**src/rtl/mem_ctrl_pkg.sv**
```systemverilog
// Shared types for mem_ctrl: FSM states, grant IDs and access-length codes.
package mem_ctrl_pkg;

    typedef enum logic [1:0] {StIdle, StRd, StWr, StDone} state_e;

    typedef enum logic {GntIf, GntMem} gnt_e;

    localparam logic [1:0] LenByte = 2'd0;
    localparam logic [1:0] LenHalf = 2'd1;
    localparam logic [1:0] LenWord = 2'd2;

    // Code 3 is illegal and is served as a word access.
    function automatic logic [2:0] len_bytes(input logic [1:0] len);
        case (len)
            LenByte: return 3'd1;
            LenHalf: return 3'd2;
            LenWord: return 3'd4;
            default: return 3'd4;
        endcase
    endfunction

endpackage

```
**src/rtl/mem_ctrl_if.sv**
```systemverilog
// Pipeline-side bus of mem_ctrl: fetch and load/store request/done handshakes.
interface mem_ctrl_if #(
    parameter int unsigned ADDR_W = 32
) ();
    logic              if_req;
    logic [ADDR_W-1:0] if_addr;
    logic              if_flush;
    logic              if_done;
    logic [31:0]       if_inst;
    logic              mem_req;
    logic              mem_we;
    logic [1:0]        mem_len;
    logic [ADDR_W-1:0] mem_addr;
    logic [31:0]       mem_wdata;
    logic              mem_done;
    logic [31:0]       mem_rdata;

    modport master (
        output if_req, if_addr, if_flush, mem_req, mem_we, mem_len, mem_addr, mem_wdata,
        input  if_done, if_inst, mem_done, mem_rdata
    );

    modport slave (
        input  if_req, if_addr, if_flush, mem_req, mem_we, mem_len, mem_addr, mem_wdata,
        output if_done, if_inst, mem_done, mem_rdata
    );
endinterface

```
**src/rtl/mem_ctrl_arb.sv**
```systemverilog
// Combinational IF/MEM arbiter; MEM has priority unless it also won the previous grant.
module mem_ctrl_arb
    import mem_ctrl_pkg::*;
(
    input  logic if_req_i,
    input  logic mem_req_i,
    input  logic if_flush_i,
    input  logic last_mem_i,
    output logic gnt_valid_o,
    output gnt_e gnt_id_o
);
    logic if_ok;

    always_comb begin
        if_ok       = if_req_i && !if_flush_i;
        gnt_valid_o = if_ok || mem_req_i;
        gnt_id_o    = GntMem;
        if (if_ok && (!mem_req_i || last_mem_i)) begin
            gnt_id_o = GntIf;
        end
    end
endmodule

```
**src/rtl/mem_ctrl.sv**
```systemverilog
// Serialises fetch and load/store accesses onto a byte-wide RAM port.
// Define MEM_CTRL_IBUF_EN to add a one-entry fetch buffer that bypasses RAM on a hit.
module mem_ctrl
    import mem_ctrl_pkg::*;
#(
    parameter int unsigned ADDR_W = 32
) (
    input  logic              clk,
    input  logic              rst,
    mem_ctrl_if.slave         bus,
    output logic [ADDR_W-1:0] ram_addr,
    output logic              ram_wr,
    output logic [7:0]        ram_dout,
    input  logic [7:0]        ram_din,
    output logic              busy
);
    state_e            state_q, state_d;
    gnt_e              gnt_q, gnt_d;
    logic [ADDR_W-1:0] base_q, base_d;
    logic [2:0]        len_q, len_d;
    logic [2:0]        cnt_q, cnt_d;
    logic [31:0]       wdata_q, wdata_d;
    logic [31:0]       asm_q, asm_d;
    logic              last_mem_q, last_mem_d;
    logic              cancel_q, cancel_d;

    logic       gnt_valid;
    gnt_e       gnt_id;
    logic [1:0] lane;
    logic [2:0] rd_idx;
    logic       if_done_w;

`ifdef MEM_CTRL_IBUF_EN
    logic              buf_valid_q, buf_valid_d;
    logic [ADDR_W-1:0] buf_addr_q, buf_addr_d;
    logic [31:0]       buf_word_q, buf_word_d;
`endif

    mem_ctrl_arb u_arb (
        .if_req_i    (bus.if_req),
        .mem_req_i   (bus.mem_req),
        .if_flush_i  (bus.if_flush),
        .last_mem_i  (last_mem_q),
        .gnt_valid_o (gnt_valid),
        .gnt_id_o    (gnt_id)
    );

    // A flush in the done cycle itself still suppresses the pulse.
    assign if_done_w = (state_q == StDone) && (gnt_q == GntIf) && !cancel_q && !bus.if_flush;

    always_comb begin
        state_d    = state_q;
        gnt_d      = gnt_q;
        base_d     = base_q;
        len_d      = len_q;
        cnt_d      = cnt_q;
        wdata_d    = wdata_q;
        asm_d      = asm_q;
        last_mem_d = last_mem_q;
        cancel_d   = cancel_q;
        lane       = 2'(cnt_q - 3'd1);
`ifdef MEM_CTRL_IBUF_EN
        buf_valid_d = buf_valid_q;
        buf_addr_d  = buf_addr_q;
        buf_word_d  = buf_word_q;
`endif
        unique case (state_q)
            StIdle: begin
                if (gnt_valid) begin
                    gnt_d      = gnt_id;
                    last_mem_d = (gnt_id == GntMem);
                    cnt_d      = '0;
                    asm_d      = '0;
                    cancel_d   = 1'b0;
                    if (gnt_id == GntMem) begin
                        base_d  = bus.mem_addr;
                        len_d   = len_bytes(bus.mem_len);
                        wdata_d = bus.mem_wdata;
                        state_d = bus.mem_we ? StWr : StRd;
                    end else begin
                        base_d  = bus.if_addr;
                        len_d   = 3'd4;
                        state_d = StRd;
                    end
`ifdef MEM_CTRL_IBUF_EN
                    if (gnt_id == GntMem && bus.mem_we) begin
                        buf_valid_d = 1'b0;
                    end
                    if (gnt_id == GntIf && buf_valid_q && bus.if_addr == buf_addr_q) begin
                        state_d = StDone;
                        asm_d   = buf_word_q;
                    end
`endif
                end
            end
            StRd: begin
                // RAM data lags its address by one cycle, so lane cnt-1 lands now.
                if (cnt_q != 3'd0) begin
                    asm_d[{lane, 3'b000} +: 8] = ram_din;
                end
                cnt_d = cnt_q + 3'd1;
                if (cnt_q == len_q) begin
                    state_d = StDone;
                end
            end
            StWr: begin
                cnt_d = cnt_q + 3'd1;
                if (cnt_q == len_q - 3'd1) begin
                    state_d = StDone;
                end
            end
            StDone: begin
                state_d = StIdle;
`ifdef MEM_CTRL_IBUF_EN
                if (if_done_w) begin
                    buf_valid_d = 1'b1;
                    buf_addr_d  = base_q;
                    buf_word_d  = asm_q;
                end
`endif
            end
            default: state_d = StIdle;
        endcase
        if (state_q != StIdle && gnt_q == GntIf && bus.if_flush) begin
            cancel_d = 1'b1;
        end
    end

    always_comb begin
        ram_addr = '0;
        ram_wr   = 1'b0;
        ram_dout = '0;
        rd_idx   = (cnt_q < len_q) ? cnt_q : len_q - 3'd1;
        if (state_q == StRd) begin
            ram_addr = base_q + ADDR_W'(rd_idx);
        end else if (state_q == StWr) begin
            ram_addr = base_q + ADDR_W'(cnt_q);
            ram_wr   = 1'b1;
            ram_dout = wdata_q[{cnt_q[1:0], 3'b000} +: 8];
        end
        busy          = (state_q != StIdle);
        bus.if_done   = if_done_w;
        bus.mem_done  = (state_q == StDone) && (gnt_q == GntMem);
        bus.if_inst   = asm_q;
        bus.mem_rdata = asm_q;
    end

    always_ff @(posedge clk or negedge rst) begin
        if (!rst) begin
            state_q    <= StIdle;
            gnt_q      <= GntIf;
            base_q     <= '0;
            len_q      <= '0;
            cnt_q      <= '0;
            wdata_q    <= '0;
            asm_q      <= '0;
            last_mem_q <= 1'b0;
            cancel_q   <= 1'b0;
        end else begin
            state_q    <= state_d;
            gnt_q      <= gnt_d;
            base_q     <= base_d;
            len_q      <= len_d;
            cnt_q      <= cnt_d;
            wdata_q    <= wdata_d;
            asm_q      <= asm_d;
            last_mem_q <= last_mem_d;
            cancel_q   <= cancel_d;
        end
    end

`ifdef MEM_CTRL_IBUF_EN
    always_ff @(posedge clk or negedge rst) begin
        if (!rst) begin
            buf_valid_q <= 1'b0;
            buf_addr_q  <= '0;
            buf_word_q  <= '0;
        end else begin
            buf_valid_q <= buf_valid_d;
            buf_addr_q  <= buf_addr_d;
            buf_word_q  <= buf_word_d;
        end
    end
`endif

endmodule

```
**src/flat_wrapper.sv**
```systemverilog
// flat-port wrapper written by rule: the top's interface ports become plain ports
module mem_ctrl_flat import mem_ctrl_pkg::*;
#(
    parameter int unsigned ADDR_W = 32
)
  (clk, rst, ram_addr, ram_wr, ram_dout, ram_din, busy, bus_if_req, bus_if_addr, bus_if_flush, bus_mem_req, bus_mem_we, bus_mem_len, bus_mem_addr, bus_mem_wdata, bus_if_done, bus_if_inst, bus_mem_done, bus_mem_rdata);
  mem_ctrl_if #(.ADDR_W(ADDR_W)) bus_i ();
  input  logic clk;
  input  logic rst;
  output logic [ADDR_W-1:0] ram_addr;
  output logic ram_wr;
  output logic [7:0] ram_dout;
  input  logic [7:0] ram_din;
  output logic busy;
  input wire logic [$bits(bus_i.if_req)-1:0] bus_if_req;
  input wire logic [$bits(bus_i.if_addr)-1:0] bus_if_addr;
  input wire logic [$bits(bus_i.if_flush)-1:0] bus_if_flush;
  input wire logic [$bits(bus_i.mem_req)-1:0] bus_mem_req;
  input wire logic [$bits(bus_i.mem_we)-1:0] bus_mem_we;
  input wire logic [$bits(bus_i.mem_len)-1:0] bus_mem_len;
  input wire logic [$bits(bus_i.mem_addr)-1:0] bus_mem_addr;
  input wire logic [$bits(bus_i.mem_wdata)-1:0] bus_mem_wdata;
  output wire logic [$bits(bus_i.if_done)-1:0] bus_if_done;
  output wire logic [$bits(bus_i.if_inst)-1:0] bus_if_inst;
  output wire logic [$bits(bus_i.mem_done)-1:0] bus_mem_done;
  output wire logic [$bits(bus_i.mem_rdata)-1:0] bus_mem_rdata;
  assign bus_i.if_req = bus_if_req;
  assign bus_i.if_addr = bus_if_addr;
  assign bus_i.if_flush = bus_if_flush;
  assign bus_i.mem_req = bus_mem_req;
  assign bus_i.mem_we = bus_mem_we;
  assign bus_i.mem_len = bus_mem_len;
  assign bus_i.mem_addr = bus_mem_addr;
  assign bus_i.mem_wdata = bus_mem_wdata;
  assign bus_if_done = bus_i.if_done;
  assign bus_if_inst = bus_i.if_inst;
  assign bus_mem_done = bus_i.mem_done;
  assign bus_mem_rdata = bus_i.mem_rdata;
  mem_ctrl #(.ADDR_W(ADDR_W)) u_core (.clk(clk), .rst(rst), .bus(bus_i), .ram_addr(ram_addr), .ram_wr(ram_wr), .ram_dout(ram_dout), .ram_din(ram_din), .busy(busy));
endmodule
```
**config.mk**
```make
export PLATFORM = sky130hd
export DESIGN_NAME = mem_ctrl_flat
export DESIGN_NICKNAME = d
export VERILOG_FILES = /design/src/rtl/mem_ctrl_pkg.sv /design/src/rtl/mem_ctrl_if.sv /design/src/rtl/mem_ctrl_arb.sv /design/src/rtl/mem_ctrl.sv /design/src/flat_wrapper.sv
export SDC_FILE = /design/constraint.sdc
export NUM_CORES = 1
export LEC_CHECK = 0
export ABC_AREA = 1
export CORE_UTILIZATION = 48
export CTS_CLUSTER_DIAMETER = 50
export CTS_CLUSTER_SIZE = 16
export DETAILED_ROUTE_END_ITERATION = 6
export GPL_TIMING_DRIVEN = 0
export HOLD_SLACK_MARGIN = 0.02
export PLACE_DENSITY = 0.83
export SLEW_MARGIN = 20
export SYNTH_ARGS = -nofsm -noshare
export SYNTH_HDL_FRONTEND = slang
export SYNTH_SLANG_ARGS = --single-unit
```
**constraint.sdc**
```tcl
create_clock -name clk -period 4.74 [get_ports clk]
set_clock_uncertainty 0.2 [all_clocks]
set_input_delay 1.185 -clock clk [delete_from_list [all_inputs] [get_ports clk]]
set_output_delay 1.185 -clock clk [all_outputs]
set_load 0.005 [all_outputs]
```
==> flow_summary.toml <==
[clock_tree]
cts_sinks = 106
clock_latency_ns = 0.37
cts-root-buf = "clkbuf_16"
htree_levels = 3
clk_pin_slew_worst_paths_ns = 0.09
cts_tree = "built"
cts_hold_buf = 0
numCtsBuffers = 9
clockBufferDepth = 2

[grt]
grtUsageTotal_pct = 30.1
grt_max_degree = 68
antenna_found_initial = 0
grt_overflow = 0
grt_pass1_wl_microns = 37300
grt_pass1_vias = 7429

[finish]
nets = 1439
final_cells = 1495
final_layout_size_suffix_gt1_share_pct = 15.9
diodes = 0
fin_area_sq_um = 10500
area_growth_pct = 43.0

[timing]
worst_pin_slew_ns = 0.688
clock.fmax_ghz = 0.210
setup_viol = 1
fin_ws_ns = -0.0264
tns_ns = -0.0264
holdWs_ns = 0.285
period_minus_slack_ns = 4.77
drv_slew = 0
rsz0062_at_grt = "true"
fin_crit_sh_pct = 101
finalHoldViolCount = 0
maxSlewHeadroom_pct = 54.1

[drt]
dr_wl_met2_microns = 11200
first_iter_violations = 834
drt_pass1_iterations = 7
routedWlPerCell_microns = 16.2
top_layer_used = "met4"
wl_met3_microns = 2370
vias = 8176
ant_nets = 0
viasPerCell = 5.47
wl_met1_microns = 10200
drc = 16
drt_wl_total_microns = 24300

[synth]
syn_inst = 1050
yosysMostFrequentCell = "nand2_1"
syn_avg_cell_area_sq_um = 6.98
yosys_warnings = 0
synth_seq_area_share_pct = 36.2
yosys.cell_types.count = 40
synth_top_area_share_pct = 36.2
yosysTopAreaCell = "dfrtp_1"
synth.ff_latch_count = 106
synth_common_cells = "nand2_1 (325), nor2_1 (111), dfrtp_1 (106)"
syn_area_sq_um = 7330
synth_edf_count = 0
ys_top_cells_by_area = "dfrtp_1 (36%), nand2_1 (17%), o21ai_0 (6.3%), nand3_1 (6.1%), nor2_1 (5.7%)"
syn_nets = 1183
async_flop_share_pct = 100
synth_ff_type = "dfrtp_1"

[pwr]
p_leak_nw = 4.95
power_frac_comb_pct = 60.6
power.internal_mw = 3.19
power.share.sequential_pct = 26.0
worst_ir_drop_vdd_mv = 0.411
p_total_mw = 6.04
clock_power_share_pct = 13.4
swShare_pct = 47.1
switchingPower_mw = 2.85
cellPowerDensity_nw_per_um2 = 576

[critical_path]
crit_type = "flip-flop to primary output"
r2r-start = "u_core.cnt_q[1]"
critPathMaxFanout = 7
r2r_cells = 9
cp.arrival_ns = 3.38
r2r-end = "u_core.bus.if_inst[19]"
cp.required_ns = 3.36
cp-end-kind = "primary output"
start_kind = "flip-flop"
rrSetupSlack_ns = 2.07

[flow_run]
drv_cap = 0

[hold_path]
hold_end = "u_core.wdata_q[24]"
hold_depth = 2
hp-class = "flip-flop to flip-flop"
min_from = "u_core.wdata_q[24]"

[place]
hpwl_microns = 17700
numPortBuffers = 219
dpl_cell_area_sq_um = 9780
globalplace.congestion = 0.950
dp_cells = 1454

[floorplanning]
start_util_pct = 49.9
rows = 44
core_sq_um = 14700
pin_count = 220
die_w_microns = 126
die_h_microns = 126
die_area_sq_um = 15800

[status]
status = "finished with violations"
violations = "DRC, setup timing"
worst max-delay path by stage:
stage	start	to	slack, ns	cells after the start
floorplan	u_core.cnt_q[0]	ram_addr[30]	0.48	20
global placement	rst	u_core.bus.if_inst[10]	-1.82	1
detailed placement	u_core.cnt_q[0]	ram_addr[30]	-0.82	20
CTS	u_core.cnt_q[2]	ram_addr[30]	-0.1	18
global route	u_core.cnt_q[2]	ram_addr[9]	-0.09	13
finish	u_core.len_q[2]	ram_addr[9]	-0.03	16
sequential cells by signal (all words and copies together), names as in the netlist:
signal              flops
u_core.cnt_q            3
u_core.bus.if_inst     32
u_core.cancel_q         1
u_core.base_q          32
u_core.state_q          2
u_core.len_q            3
u_core.wdata_q         32
u_core.gnt_q            1
routing by layer:
metal,vias up,GRT usage (%)
met1,3782,41.0
met4,0,9.25
met3,52,6.89
met2,460,47.5
li1,3882,-
met5,-,0
metrics by stage:
step | util [%] | worst slack [ns]
floorplan | - | 0.483
global placement | 66.4 | -1.82
detailed placement | 66.6 | -0.821
CTS | 69.8 | -0.0981
global route | 71.4 | -0.0852
finish | 71.4 | -0.0264
power by group through the flow:
stage	sequential (mW)	clock (mW)	combinational, mW
6_report	1.57	0.806	3.66
2_1_floorplan	1.48	0	2.00
3_5_place_dp	1.57	0	3.17
3_3_place_gp	1.57	0	3.10
5_1_grt	1.61	0.851	3.99
4_1_cts	1.55	0.814	3.32
placed cells by master, fill, tap and decap left out, drive strengths merged:
cell type | netlist | layout
o22ai | 33 | 33
nand2 | 340 | 340
nor3 | 4 | 4
dlygate4sd2 | 0 | 5
dfrtp | 106 | 106
o211ai | 1 | 1
o31ai | 1 | 1
ha | 19 | 19
clkdlybuf4s50 | 0 | 202
xor2 | 5 | 5
a32oi | 1 | 1
nand3 | 93 | 93
clkdlybuf4s15 | 0 | 2
o21ai | 111 | 111
a22o | 1 | 1
nor2 | 129 | 129
o21a | 1 | 1
nand3b | 1 | 1
or2 | 24 | 24
fa | 2 | 2
dlymetal6s2s | 0 | 6
clkbuf | 10 | 19
buf | 59 | 89
clkinv | 1 | 4
inv | 83 | 87
a21oi | 20 | 20
nand4 | 4 | 4
xnor2 | 1 | 1
final cells by class:
type	count	area, sq um
fill	1210	4210
multi-input combinational	791	4080
sequential	106	2660
timing repair buffer	246	2430
buffer	68	453
inverter	84	320
tap	184	230
clock buffer	9	225
clock inverter	7	96.3
what timing repair did:
action	4_1_cts	5_1_grt
endpoints found under the setup margin	31	29
resized for setup	36	51
pin swaps	10	16
buffers inserted	14	13
critical path, cell delays in order, from the launching register on:
cell	delay, ns
dfrtp_1	0.40
inv_2	0.08
ha_4	0.22
a21oi_4	0.16
o21ai_4	0.10
buf_4	0.14
o21ai_1	0.21
ha_1	0.30
nand2_1	0.09
nand2_2	0.11
nand3_4	0.20
nor2_4	0.09
buf_4	0.14
nand2_1	0.06
nand3_1	0.09
o21ai_1	0.11
clkdlybuf4s50_1	0.52
kinds of logic after synthesis:
family	Yosys count	synth area share, %
simple gates	595	36.2
buf+inv	153	10.4
fa+ha+maj	21	3.79
flops	106	36.2
compound gates	169	12.7
xor+xnor	6	0.717
No activity file was read; power rests on OpenSTA's default activity.
